**config.mk**
```make
export PLATFORM = sky130hd
export DESIGN_NAME = uart_program_loader
export DESIGN_NICKNAME = d
export VERILOG_FILES = /design/src/rtl/uart_loader_pkg.sv /design/src/rtl/uart_loader_timeout.sv /design/src/rtl/uart_program_loader.sv
export SDC_FILE = /design/constraint.sdc
export NUM_CORES = 1
export LEC_CHECK = 0
export BUFFER_PORTS_ARGS = -buffer_cell sky130_fd_sc_hd__buf_2
export CORE_UTILIZATION = 45
export CTS_BUF_LIST = sky130_fd_sc_hd__clkbuf_2 sky130_fd_sc_hd__clkbuf_4 sky130_fd_sc_hd__clkbuf_8
export CTS_CLUSTER_DIAMETER = 30
export DETAILED_ROUTE_END_ITERATION = 16
export PLACE_DENSITY = 0.66
export SLEW_MARGIN = 10
export SYNTH_ARGS = -nofsm -noshare
export SYNTH_HDL_FRONTEND = slang
export SYNTH_SLANG_ARGS = --single-unit
```
**constraint.sdc**
```tcl
create_clock -name clock -period 2.05 [get_ports clock]
set_clock_uncertainty 0.1 [all_clocks]
set_input_delay 0.1025 -clock clock [delete_from_list [all_inputs] [get_ports clock]]
set_output_delay 0.1025 -clock clock [all_outputs]
set_load 0.01 [all_outputs]
```
**src/rtl/uart_loader_pkg.sv**
```systemverilog
// Shared types and constants for the UART program loader.
// UART_LOADER_CHECKSUM_EN adds the trailing checksum state.
package uart_loader_pkg;

    localparam int HDR_BYTES              = 4;
    localparam int BYTES_PER_WORD         = 4;
    localparam int DEFAULT_TIMEOUT_CYCLES = 5000000;

`ifdef UART_LOADER_CHECKSUM_EN
    typedef enum logic [2:0] {S_LEN, S_DATA, S_CSUM, S_DONE, S_OVF} loader_state_e;
`else
    typedef enum logic [2:0] {S_LEN, S_DATA, S_DONE, S_OVF} loader_state_e;
`endif

endpackage

```
**src/rtl/uart_loader_timeout.sv**
```systemverilog
// Inter-byte watchdog: reloads on every byte, counts down while a load runs,
// flags expiry when it reaches zero while enabled.
module uart_loader_timeout
    import uart_loader_pkg::*;
#(
    parameter int TIMEOUT_CYCLES = DEFAULT_TIMEOUT_CYCLES
) (
    input  logic clock,
    input  logic reset,
    input  logic load_i,
    input  logic clr_i,
    input  logic en_i,
    output logic expire_o
);

    localparam int CW = $clog2(TIMEOUT_CYCLES + 1);

    logic [CW-1:0] cnt_q, cnt_d;

    always_comb begin
        cnt_d = cnt_q;
        if (clr_i)
            cnt_d = '0;
        else if (load_i)
            cnt_d = CW'(TIMEOUT_CYCLES - 1);
        else if (en_i && cnt_q != '0)
            cnt_d = cnt_q - CW'(1);
    end

    always_ff @(posedge clock) begin
        if (reset) cnt_q <= '0;
        else       cnt_q <= cnt_d;
    end

    assign expire_o = en_i && (cnt_q == '0);

endmodule

```
**src/rtl/uart_program_loader.sv**
```systemverilog
// Length-prefixed UART program loader: writes little-endian words to RAM from
// address 0 and releases core reset on completion. Option: UART_LOADER_CHECKSUM_EN.
module uart_program_loader
    import uart_loader_pkg::*;
#(
    parameter int ADDR_WIDTH     = 12,
    parameter int MEM_WORDS      = 4096,
    parameter int TIMEOUT_CYCLES = DEFAULT_TIMEOUT_CYCLES
) (
    input  logic                  clock,
    input  logic                  reset,
    input  logic                  rx_valid,
    input  logic [7:0]            rx_data,
    output logic                  mem_we,
    output logic [ADDR_WIDTH-1:0] mem_addr,
    output logic [31:0]           mem_wdata,
    output logic                  core_reset,
    output logic                  program_receiving,
    output logic                  program_ov,
    output logic                  program_done,
    output logic                  load_timeout,
    output logic                  program_csum_err
);

    localparam logic [1:0] LAST_HDR  = 2'(HDR_BYTES - 1);
    localparam logic [1:0] LAST_BYTE = 2'(BYTES_PER_WORD - 1);

    loader_state_e         state_q, state_d;
    logic [1:0]            byte_cnt_q, byte_cnt_d;
    logic [ADDR_WIDTH:0]   word_cnt_q, word_cnt_d;
    logic [31:0]           len_q, len_d;
    logic [23:0]           data_q, data_d;
    logic                  we_q, we_d;
    logic [ADDR_WIDTH-1:0] addr_q, addr_d;
    logic [31:0]           wdata_q, wdata_d;
    logic                  timeout_q, timeout_d;
    logic                  busy, expire, abort;
    logic [31:0]           len_full, word_full;

    assign len_full  = {rx_data, len_q[31:8]};
    assign word_full = {rx_data, data_q};

`ifdef UART_LOADER_CHECKSUM_EN
    logic [7:0] sum_q, sum_d;
    logic       csum_err_q, csum_err_d;
    assign busy = (state_q == S_LEN && byte_cnt_q != '0) || state_q == S_DATA ||
                  (state_q == S_CSUM && !csum_err_q);
`else
    assign busy = (state_q == S_LEN && byte_cnt_q != '0) || state_q == S_DATA;
`endif

    // A byte arriving on the expiry cycle keeps the load alive.
    assign abort = expire && !rx_valid;

    uart_loader_timeout #(.TIMEOUT_CYCLES(TIMEOUT_CYCLES)) u_timeout (
        .clock    (clock),
        .reset    (reset),
        .load_i   (rx_valid),
        .clr_i    (abort),
        .en_i     (busy),
        .expire_o (expire)
    );

    always_comb begin
        state_d    = state_q;
        byte_cnt_d = byte_cnt_q;
        word_cnt_d = word_cnt_q;
        len_d      = len_q;
        data_d     = data_q;
        we_d       = 1'b0;
        addr_d     = addr_q;
        wdata_d    = wdata_q;
        timeout_d  = 1'b0;
`ifdef UART_LOADER_CHECKSUM_EN
        sum_d      = sum_q;
        csum_err_d = csum_err_q;
`endif
        case (state_q)
            S_LEN: if (rx_valid) begin
                byte_cnt_d = byte_cnt_q + 2'd1;
                len_d      = len_full;
                if (byte_cnt_q == LAST_HDR) begin
                    byte_cnt_d = '0;
                    if (len_full == '0)
`ifdef UART_LOADER_CHECKSUM_EN
                        state_d = S_CSUM;
`else
                        state_d = S_DONE;
`endif
                    else if (len_full > 32'(MEM_WORDS))
                        state_d = S_OVF;
                    else
                        state_d = S_DATA;
                end
            end
            S_DATA: begin
`ifndef UART_LOADER_CHECKSUM_EN
                // One settle cycle after the final write before releasing the core.
                if (32'(word_cnt_q) == len_q)
                    state_d = S_DONE;
                else
`endif
                if (rx_valid) begin
                    byte_cnt_d = byte_cnt_q + 2'd1;
                    data_d     = word_full[31:8];
`ifdef UART_LOADER_CHECKSUM_EN
                    sum_d      = sum_q + rx_data;
`endif
                    if (byte_cnt_q == LAST_BYTE) begin
                        byte_cnt_d = '0;
                        we_d       = 1'b1;
                        addr_d     = word_cnt_q[ADDR_WIDTH-1:0];
                        wdata_d    = word_full;
                        word_cnt_d = word_cnt_q + 1'b1;
`ifdef UART_LOADER_CHECKSUM_EN
                        if (32'(word_cnt_q) + 32'd1 == len_q)
                            state_d = S_CSUM;
`endif
                    end
                end
            end
`ifdef UART_LOADER_CHECKSUM_EN
            S_CSUM: if (rx_valid && !csum_err_q) begin
                if (rx_data == sum_q) state_d    = S_DONE;
                else                  csum_err_d = 1'b1;
            end
`endif
            default: ;
        endcase

        if (abort) begin
            state_d    = S_LEN;
            byte_cnt_d = '0;
            word_cnt_d = '0;
            len_d      = '0;
            timeout_d  = 1'b1;
`ifdef UART_LOADER_CHECKSUM_EN
            sum_d      = '0;
`endif
        end
    end

    always_ff @(posedge clock) begin
        if (reset) begin
            state_q    <= S_LEN;
            byte_cnt_q <= '0;
            word_cnt_q <= '0;
            len_q      <= '0;
            data_q     <= '0;
            we_q       <= 1'b0;
            addr_q     <= '0;
            wdata_q    <= '0;
            timeout_q  <= 1'b0;
`ifdef UART_LOADER_CHECKSUM_EN
            sum_q      <= '0;
            csum_err_q <= 1'b0;
`endif
        end else begin
            state_q    <= state_d;
            byte_cnt_q <= byte_cnt_d;
            word_cnt_q <= word_cnt_d;
            len_q      <= len_d;
            data_q     <= data_d;
            we_q       <= we_d;
            addr_q     <= addr_d;
            wdata_q    <= wdata_d;
            timeout_q  <= timeout_d;
`ifdef UART_LOADER_CHECKSUM_EN
            sum_q      <= sum_d;
            csum_err_q <= csum_err_d;
`endif
        end
    end

    assign mem_we            = we_q;
    assign mem_addr          = addr_q;
    assign mem_wdata         = wdata_q;
    assign core_reset        = (state_q != S_DONE);
    assign program_receiving = busy;
    assign program_ov        = (state_q == S_OVF);
    assign program_done      = (state_q == S_DONE);
    assign load_timeout      = timeout_q;
`ifdef UART_LOADER_CHECKSUM_EN
    assign program_csum_err  = csum_err_q;
`else
    assign program_csum_err  = 1'b0;
`endif

endmodule

```
Word-level counts from Yosys, hierarchy flattened:

Cells that the tools add are included.

* add/subtract/negate cells: 3
* multipliers: 0
* div/mod/pow operators: 0
* $lt $le $gt $ge: 1
* equal/unequal tests: 10
* shifts and indexed selects: 0
* multiplexer cells: 14
* bitwise operators: 3
* reductions and logical operators: 21

Operators with widths (count)
* $mux 23: 2
* $eq 13x32->1: 1
* $gt 32x13->1 const B: 1
* $logic_not 32->1: 1
* $logic_not 23->1: 1
* $reduce_bool 23->1: 1
* $sub 23x1->23 const B: 1
* $add 13x1->13 const B: 1
* $mux 2: 5
* $mux 3: 3
* $reduce_and 4->1: 2
* $eq 3x2->1 const B: 2
* $pmux 3 s2: 1
* $reduce_bool 2->1: 3
* $logic_and 1x1->1: 4
* $ne 2x1->1 const B: 2
* $ne 2x2->1 const B: 2
* $pmux 2 s2: 1
* $reduce_and 2->1: 2
* $reduce_or 4->1: 1
* $eq 3x1->1 const B: 1
* $logic_not 3->1: 1
* $ne 3x2->1 const B: 1
* $not 1->1: 3
* other kinds (8): 9

* flip-flop bits (word level): 143
* bits in latches: 0
* RAM bits: 0
* bits in read-only memories: 0
* bits of input ports: 11
* output and inout port bits: 51
* word-level logic and storage cells: 63
* memories kept: 0

Logic depth before layout (Yosys ltp):

Gate-level depths: netlist (run 1).

* depth after elaboration: 6
* mapped depth: 10
* gate-level depth less buffers: 9

Cells and area by module:

A second synthesis (run 1) with hierarchy kept.

* cell total of the unflattened synthesis: 697
* area, all modules: 5866.9 µm²

Modules (own cells, without submodules)
* uart_program_loader: times used 1, cells an instance 556, area an instance 4648.2 µm², sequential area each 2382.3 µm²
* uart_loader_timeout: times used 1, cells an instance 141, area an instance 1218.7 µm², sequential area each 460.4 µm²

Worst setup path before layout (run 1):

OpenSTA, ideal clock, no wires.

* path type: register to register
* start point: reg byte_cnt_q[0]
* end point: reg u_timeout.cnt_q[19]
* library setup time: 115 ps
* data arrival time: 2044 ps
* required time: 1835 ps
* path slack: -209 ps
* cell stages (with the launch flop): 10
* buffers on the path: 0
* clock period less this slack: 2259 ps
* cells stage by stage: dfxtp_1 inv_1 ha_1 nor2b_1 or2_2 inv_1 o21ai_1 or4_1 xnor2_1 o21a_1

* cells in the longest elaborated chain, start to end: 6
* elaborated cells on any way between the ends: 8
* those cells by class: 8 x reduce/logical

Ends and longest elaborated chain
* start: declaration: RTL line uart_program_loader.sv:29 `logic [1:0] byte_cnt_q, byte_cnt_d;`
* start signal: assignment: RTL line uart_program_loader.sv:160 `byte_cnt_q <= byte_cnt_d;`
* $reduce_bool 2->1 (*): RTL line uart_program_loader.sv:49 `assign busy = (state_q == S_LEN && byte_cnt_q != '0) || state_q == S_DATA;`
* $logic_and 1x1->1 (*): RTL line uart_program_loader.sv:49
* $logic_or 1x1->1 (*): RTL line uart_program_loader.sv:49
* net program_receiving: RTL line uart_program_loader.sv:18 `output logic program_receiving,`
* $logic_and 1x1->1: RTL line uart_loader_timeout.sv:35 `assign expire_o = en_i && (cnt_q == '0);`
* $logic_and 1x1->1: RTL line uart_program_loader.sv:53 `assign abort = expire && !rx_valid;`
* $reduce_or 2->1 (no source line)
* end signal: assignment: RTL line uart_loader_timeout.sv:32 `else cnt_q <= cnt_d;`
* end: declaration: RTL line uart_loader_timeout.sv:18 `logic [CW-1:0] cnt_q, cnt_d;`

The timed path passes the listed nets; every way through them passes the cells marked *.
A chain may end at the register's enable or synchronous reset.

Final worst setup path (run 1):

* start point: reg len_q[13]
* end point: reg wdata_q[16], in the netlist mem_wdata[16]

* cells in the longest elaborated chain, start to end: 3

Ends and longest elaborated chain
* start: declaration: RTL line uart_program_loader.sv:31 `logic [31:0] len_q, len_d;`
* start signal: assignment: RTL line uart_program_loader.sv:162 `len_q <= len_d;`
* $eq 13x32->1: RTL line uart_program_loader.sv:99 `if (32'(word_cnt_q) == len_q)`
* $not 1->1 (no source line)
* $reduce_and 4->1 (no source line)
* end signal: assignment: RTL line uart_program_loader.sv:166 `wdata_q <= wdata_d;`
* end: declaration: RTL line uart_program_loader.sv:35 `logic [31:0] wdata_q, wdata_d;`

No other way between the ends.

==> impl_metrics.json, run 1 <==
{
  "outcome": "complete, but fails checks",
  "violations": "negative setup slack",
  "setup_viol": 86,
  "drc_errors": 0,
  "post_drt_wl_per_cell_um": 15.6,
  "wirelength_um": 16200,
  "grt_pass1_vias": 4859,
  "finalCriticalPeriod_ns": 2.22,
  "post-route-util_pct": 64.6,
  "end_kind": "flip-flop",
  "avgSynthCellArea_um2": 8.42,
  "grt_util_all_layers_pct": 22.3,
  "worst_skew_pair.late_latency_ns": 0.47,
  "cts_buffers": 17,
  "die_h_um": 116,
  "finalPower_mw": 6.06,
  "fin_hold_ws_ns": 0.123,
  "hold_path.class": "primary input to flip-flop",
  "synth_area_leader_cell": "dfxtp_1",
  "clk_pin_slew_ns": 0.09,
  "synth_flop_cell": "dfxtp_1",
  "cts.sinks": 142,
  "gp_congestion": 0.839,
  "p_leak_nw": 3.42,
  "yosysMostFrequentCell": "nand2_1",
  "multiInputGateArea_um2": 3170,
  "dpl_cell_area_um2": 6900,
  "synth_nets": 716,
  "ff_latch_area_um2": 2860,
  "placementRows": 41,
  "finalCritPeriodShare_pct": 109,
  "hpwl_um": 9640,
  "worstPathMaxFanout": 10,
  "tightest_slew_ns": 0.711,
  "post-place-cells": 968,
  "pre_cts_ws_ns": -0.148,
  "root_buffer": "clkbuf_8",
  "tns_ns": -9.24,
  "use_met1_pct": 29.0,
  "ys_seq_area_share_pct": 48.2,
  "cp.required_ns": 2.35,
  "async_flop_share_pct": 0,
  "hp-start": "reset",
  "top_usage_layer": "met2",
  "use_met2_pct": 36.4,
  "critical_path_class": "flip-flop to flip-flop",
  "max-vdd-ir-drop_mv": 0.524,
  "hold_viol_final": 0,
  "cts_tree": "done",
  "drive_above_1_share_pct": 33.3,
  "synth-seq-cells": 142,
  "pin_count": 62,
  "setup.worst_path.start": "len_q[13]$_SDFFE_PP0P_",
  "antenna_left": 0,
  "diodes": 0,
  "gr-total-overflow": 0,
  "n_fill_cell": 1032,
  "use_met3_pct": 5.50,
  "floorplan.initialDensity_pct": 46.3,
  "antenna_found_initial": 0,
  "fmax_ghz": 0.450,
  "core_area_um2": 12700,
  "portBuffers": 60,
  "clockBufferDepth": 2,
  "rsz0062_at_grt": "yes",
  "synth_area_leaders": "dfxtp_1, nand2_1, a21oi_1",
  "vias_per_cell": 5.25,
  "slew_headroom_pct": 52.6,
  "grt_max_degree": 72,
  "cp.arrival_ns": 2.52,
  "first_iter_violations": 373,
  "vias": 5458,
  "final_max_slew_viol_count": 0,
  "setup_slack_ns": -0.175,
  "dr.pass1.iters": 6,
  "syn-cell-area_um2": 5900,
  "synth_edf_count": 0,
  "finalNetCount": 871,
  "grt_pass1_wl_um": 23300,
  "netlist-cell-type-count": 48,
  "synth_common_cells": "nand2_1, dfxtp_1, a21oi_1",
  "die_w_um": 116,
  "powerDensity_nw_per_um2": 738,
  "area_delta_synth_final_pct": 39.4,
  "netlist_instances": 700,
  "yosysTopAreaCellShare_pct": 48.2,
  "max_cap_violations": 0,
  "h-tree-depth": 4,
  "cp-start-kind": "flip-flop",
  "r2r-start": "len_q[13]$_SDFFE_PP0P_",
  "fp.dieArea_um2": 13600,
  "postLayoutCellArea_um2": 8220,
  "yosysWarnings": 0,
  "fin_cells": 1039
}
==> sequential cells by signal, summed over array words and instances (netlist names) <==
register         flops
u_timeout.cnt_q     23
word_cnt_q          13
mem_wdata           32
mem_we               1
len_q               32
byte_cnt_q           2
mem_addr            12
load_timeout         1
state_q              2
data_q              24
==> layout make-up <==
class	count	area share [%]
Clock buffer	17	2.85
Timing Repair Buffer	178	18.4
Sequential cell	142	34.8
Inverter	11	0.533
Multi-Input combinational cell	505	38.6
Tap cell	172	2.62
Clock inverter	14	2.22
==> cells in the final DEF (no fill, tap or decap), types with 4 or more instances in the layout <==
| cell | instances |
|---|---|
| xor2_1 | 21 |
| buf_2 | 61 |
| buf_4 | 82 |
| nand4b_1 | 4 |
| nand2_1 | 165 |
| mux2i_1 | 24 |
| nand2_2 | 4 |
| xnor2_1 | 22 |
| nor2_1 | 60 |
| nand3_1 | 13 |
| ha_1 | 4 |
| o21ai_4 | 4 |
| dlygate4sd3_1 | 9 |
| buf_12 | 10 |
| clkbuf_8 | 17 |
| dfxtp_2 | 12 |
| inv_6 | 6 |
| buf_6 | 5 |
| nand4_1 | 7 |
| nor4_1 | 6 |
| a21oi_1 | 59 |
| nor3_1 | 9 |
| nor3_2 | 7 |
| o21ai_2 | 4 |
| and3_1 | 5 |
| clkbuf_16 | 7 |
| o21a_1 | 11 |
| or4_4 | 4 |
| nor4_2 | 4 |
| dfxtp_1 | 130 |
| inv_1 | 8 |
| a21oi_2 | 22 |
==> routing by layer <==
| layer | up-vias | share of wire, % |
|---|---|---|
| met3 | 22 | 5.5 |
| met2 | 150 | 48 |
| met5 | - | 0 |
| met4 | 0 | 1.1 |
| li1 | 2676 | - |
| met1 | 2610 | 46 |
==> final timing paths <==
kind	to	slack (ns)	depth (start not counted)
min	len_q[0]$_SDFFE_PP0P_	0.12	6
max reg2reg	mem_wdata[16]$_SDFFE_PP0P_	-0.17	9
min reg2reg	mem_wdata[19]$_SDFFE_PP0P_	0.35	2
max	mem_wdata[16]$_SDFFE_PP0P_	-0.17	9
==> worst max-delay path: stages (launching register included) <==
cell and delay [ns]:
dfxtp_2 0.34, nor4_4 0.29, nand3_2 0.13, or3_4 0.45, buf_12 0.15, o21ai_4 0.16, buf_12 0.16, clkbuf_16 0.17
nand2_1 0.06, a21oi_1 0.14
==> power by group <==
part	switching [mW]	internal [mW]	total, mW
registers	0.0419	2.81	2.85
clock network	1.17	1.22	2.39
logic	0.419	0.408	0.827
==> what timing repair did <==
item / 4_1_cts / 5_1_grt
pin swaps: 20 / 35
resized for setup: 38 / 69
hold endpoints to repair: 25 / 0
cloned: 1 / 10
endpoints found under the setup margin: 95 / 140
hold buffers: 9 / 0
buffers inserted: 12 / 9
==> kinds of logic after synthesis <==
logic type / share of synthesized area [%]
AND/OR/NAND/NOR: 23.6
flip-flops: 48.2
AO/OA/AOI/OAI: 11.9
buffers and inverters: 4.37
XOR/XNOR: 6.54
multiplexers: 4.24
adder cells (fa/ha/maj): 1.06
other: 0.0636
No activity file was read; power rests on OpenSTA's default activity.
==> inputs of run 2 (changes only) <==
Settings changed: CORE_UTILIZATION 45 to 55, PLACE_DENSITY 0.66 to 0.78.
==> run 2 against run 1 <==
Effect of this change: the run still ends with negative setup slack left; first-iteration DRC count up 83%; sequential cell count unchanged; cell count down 3.4%; sequential share of layout area down 0.57 points; worst setup slack worse by 0.067 ns; final area up 1.5%; count of clock-buffer cells in the layout up 3; via count up 11%; die area down 18%; global-route usage up 6.3 points; critical path depth down 2; largest cell class unchanged; highest routed layer unchanged.
==> impl_metrics.json, run 2 (synthesis gave the netlist of run 1 again) <==
{
  "outcome": "complete, but fails checks",
  "violations": "negative setup slack",
  "portBuffers": 60,
  "rsz0062_at_grt": "yes",
  "cp.arrival_ns": 2.52,
  "critical_path_class": "flip-flop to flip-flop",
  "cts.sinks": 142,
  "diodes": 0,
  "core_area_um2": 10400,
  "slew_headroom_pct": 49.0,
  "tns_ns": -14.48,
  "grt_max_degree": 72,
  "cp.required_ns": 2.28,
  "worstPathMaxFanout": 12,
  "hpwl_um": 9770,
  "grt_pass1_wl_um": 25000,
  "vias_per_cell": 6.03,
  "grt_util_all_layers_pct": 28.7,
  "wirelength_um": 20100,
  "fp.dieArea_um2": 11100,
  "max_cap_violations": 0,
  "hold_viol_final": 0,
  "h-tree-depth": 4,
  "setup_slack_ns": -0.242,
  "gr-total-overflow": 0,
  "hold_path.class": "primary input to flip-flop",
  "cp-start-kind": "flip-flop",
  "die_w_um": 106,
  "antenna_left": 0,
  "finalNetCount": 872,
  "end_kind": "flip-flop",
  "final_max_slew_viol_count": 0,
  "swShare_pct": 25.2,
  "drc_errors": 0,
  "finalCriticalPeriod_ns": 2.29,
  "clockBufferDepth": 2,
  "gp_congestion": 0.838,
  "p_switching_mw": 1.58,
  "floorplan.initialDensity_pct": 56.9,
  "max-vdd-ir-drop_mv": 0.701,
  "die_h_um": 106,
  "p_seq_share_pct": 45.4,
  "first_iter_violations": 683,
  "powerDensity_nw_per_um2": 753,
  "final_common_cell": "nand2_1",
  "p_comb_share_pct": 13.5,
  "dr.pass1.iters": 8,
  "placementRows": 37,
  "cts_tree": "done",
  "pin_count": 62,
  "post-place-cells": 932,
  "root_buffer": "clkbuf_8",
  "drive_above_1_share_pct": 35.4,
  "worst_skew_pair.late_latency_ns": 0.48,
  "antenna_found_initial": 0,
  "cts_buffers": 17,
  "vias": 6057,
  "fmax_ghz": 0.436,
  "clk_pin_slew_ns": 0.09,
  "pwr-share-clk_pct": 41.1,
  "most-common-layout-cells": "nand2_1, dfxtp_1, buf_4",
  "area_delta_synth_final_pct": 41.5,
  "tightest_slew_ns": 0.765,
  "setup_viol": 131,
  "finalCritPeriodShare_pct": 112,
  "grt_pass1_vias": 5242,
  "p_int_mw": 4.70,
  "post_drt_wl_per_cell_um": 20.0,
  "fin_cells": 1004,
  "p_leak_nw": 3.47
}
## run 2: changes by cell type in the layout (fill, tap and decap cells not counted), sizes merged
cell,change
clkbuf,+7
bufinv,+2
inv,-6
clkinvlp,+1
dlygate4sd3,-1
buf,-2
## run 2: power groups by stage
stage	clock (mW)	combinational, mW	sequential (mW)
after floorplan	0	0.334	2.90
after global placement	0	0.565	2.90
after detailed placement	0	0.579	2.90
after CTS	2.56	0.635	2.84
after global routing	2.72	0.892	2.86
final	2.59	0.846	2.85
## run 2: worst paths after layout
path / endpoint / slack [ns] / from / cells past startpoint
worst max-delay path: data_q[6]$_SDFFE_PP0P_ / -0.24 / word_cnt_q[6]$_SDFFE_PP0P_ / 7
worst max register to register: data_q[6]$_SDFFE_PP0P_ / -0.24 / word_cnt_q[6]$_SDFFE_PP0P_ / 7
worst min-delay path: load_timeout$_SDFF_PP0_ / 0.03 / rx_valid / 3
worst min register to register: mem_wdata[21]$_SDFFE_PP0P_ / 0.35 / mem_wdata[21]$_SDFFE_PP0P_ / 2
## run 2: final cells by class
type / count / area (um2)
flip-flops and latches: 142 / 2850
fillers: 563 / 2030
multi-input cells: 505 / 3220
clock buffers: 20 / 263
repair buffers: 179 / 1600
inverters: 11 / 43.8
well taps: 136 / 170
clock inverters: 11 / 190
## run 2: worst max-delay path: stages (launching register included)
cell and delay [ns]:
dfxtp_1 0.41, xnor2_1 0.15, nand4_1 0.14, or3_4 0.46
o211ai_4 0.30, clkbuf_16 0.25, mux2i_1 0.26, nor2_1 0.07
## run 2: stage by stage
step / hold WS [ns] / area (um2) / power, mW / utilization (%) / setup WS (ns)
6_report: 0.0323 / 8340 / 6.28 / 80.5 / -0.242
5_1_grt: 0.0462 / 8340 / 6.47 / 80.5 / -0.282
4_1_cts: 0.000856 / 7590 / 6.04 / 73.2 / -0.0732
3_5_place_dp: 0.299 / 6870 / 3.48 / 66.3 / -0.122
3_3_place_gp: 0.287 / 6870 / 3.47 / 66.3 / -0.0698
2_1_floorplan: 0.138 / 5920 / 3.24 / - / -0.123
## run 2: repair_timing
| item | in CTS | in global routing |
|---|---|---|
| setup endpoints to repair | 89 | 136 |
| hold buffers | 8 | 0 |
| gates cloned | 2 | 13 |
| buffers inserted | 5 | 13 |
| endpoints found under the hold margin | 24 | 0 |
| resized for setup | 31 | 97 |
| pin swaps | 15 | 31 |
## run 2: per-layer routing
metal | track usage, % | part of all wire (%) | wire length, um
met5 | 0 | 0 | 0
met4 | 11.9 | 3.8 | 760
met3 | 7.30 | 8.0 | 1610
met2 | 47.3 | 51 | 10200
met1 | 35.7 | 38 | 7550
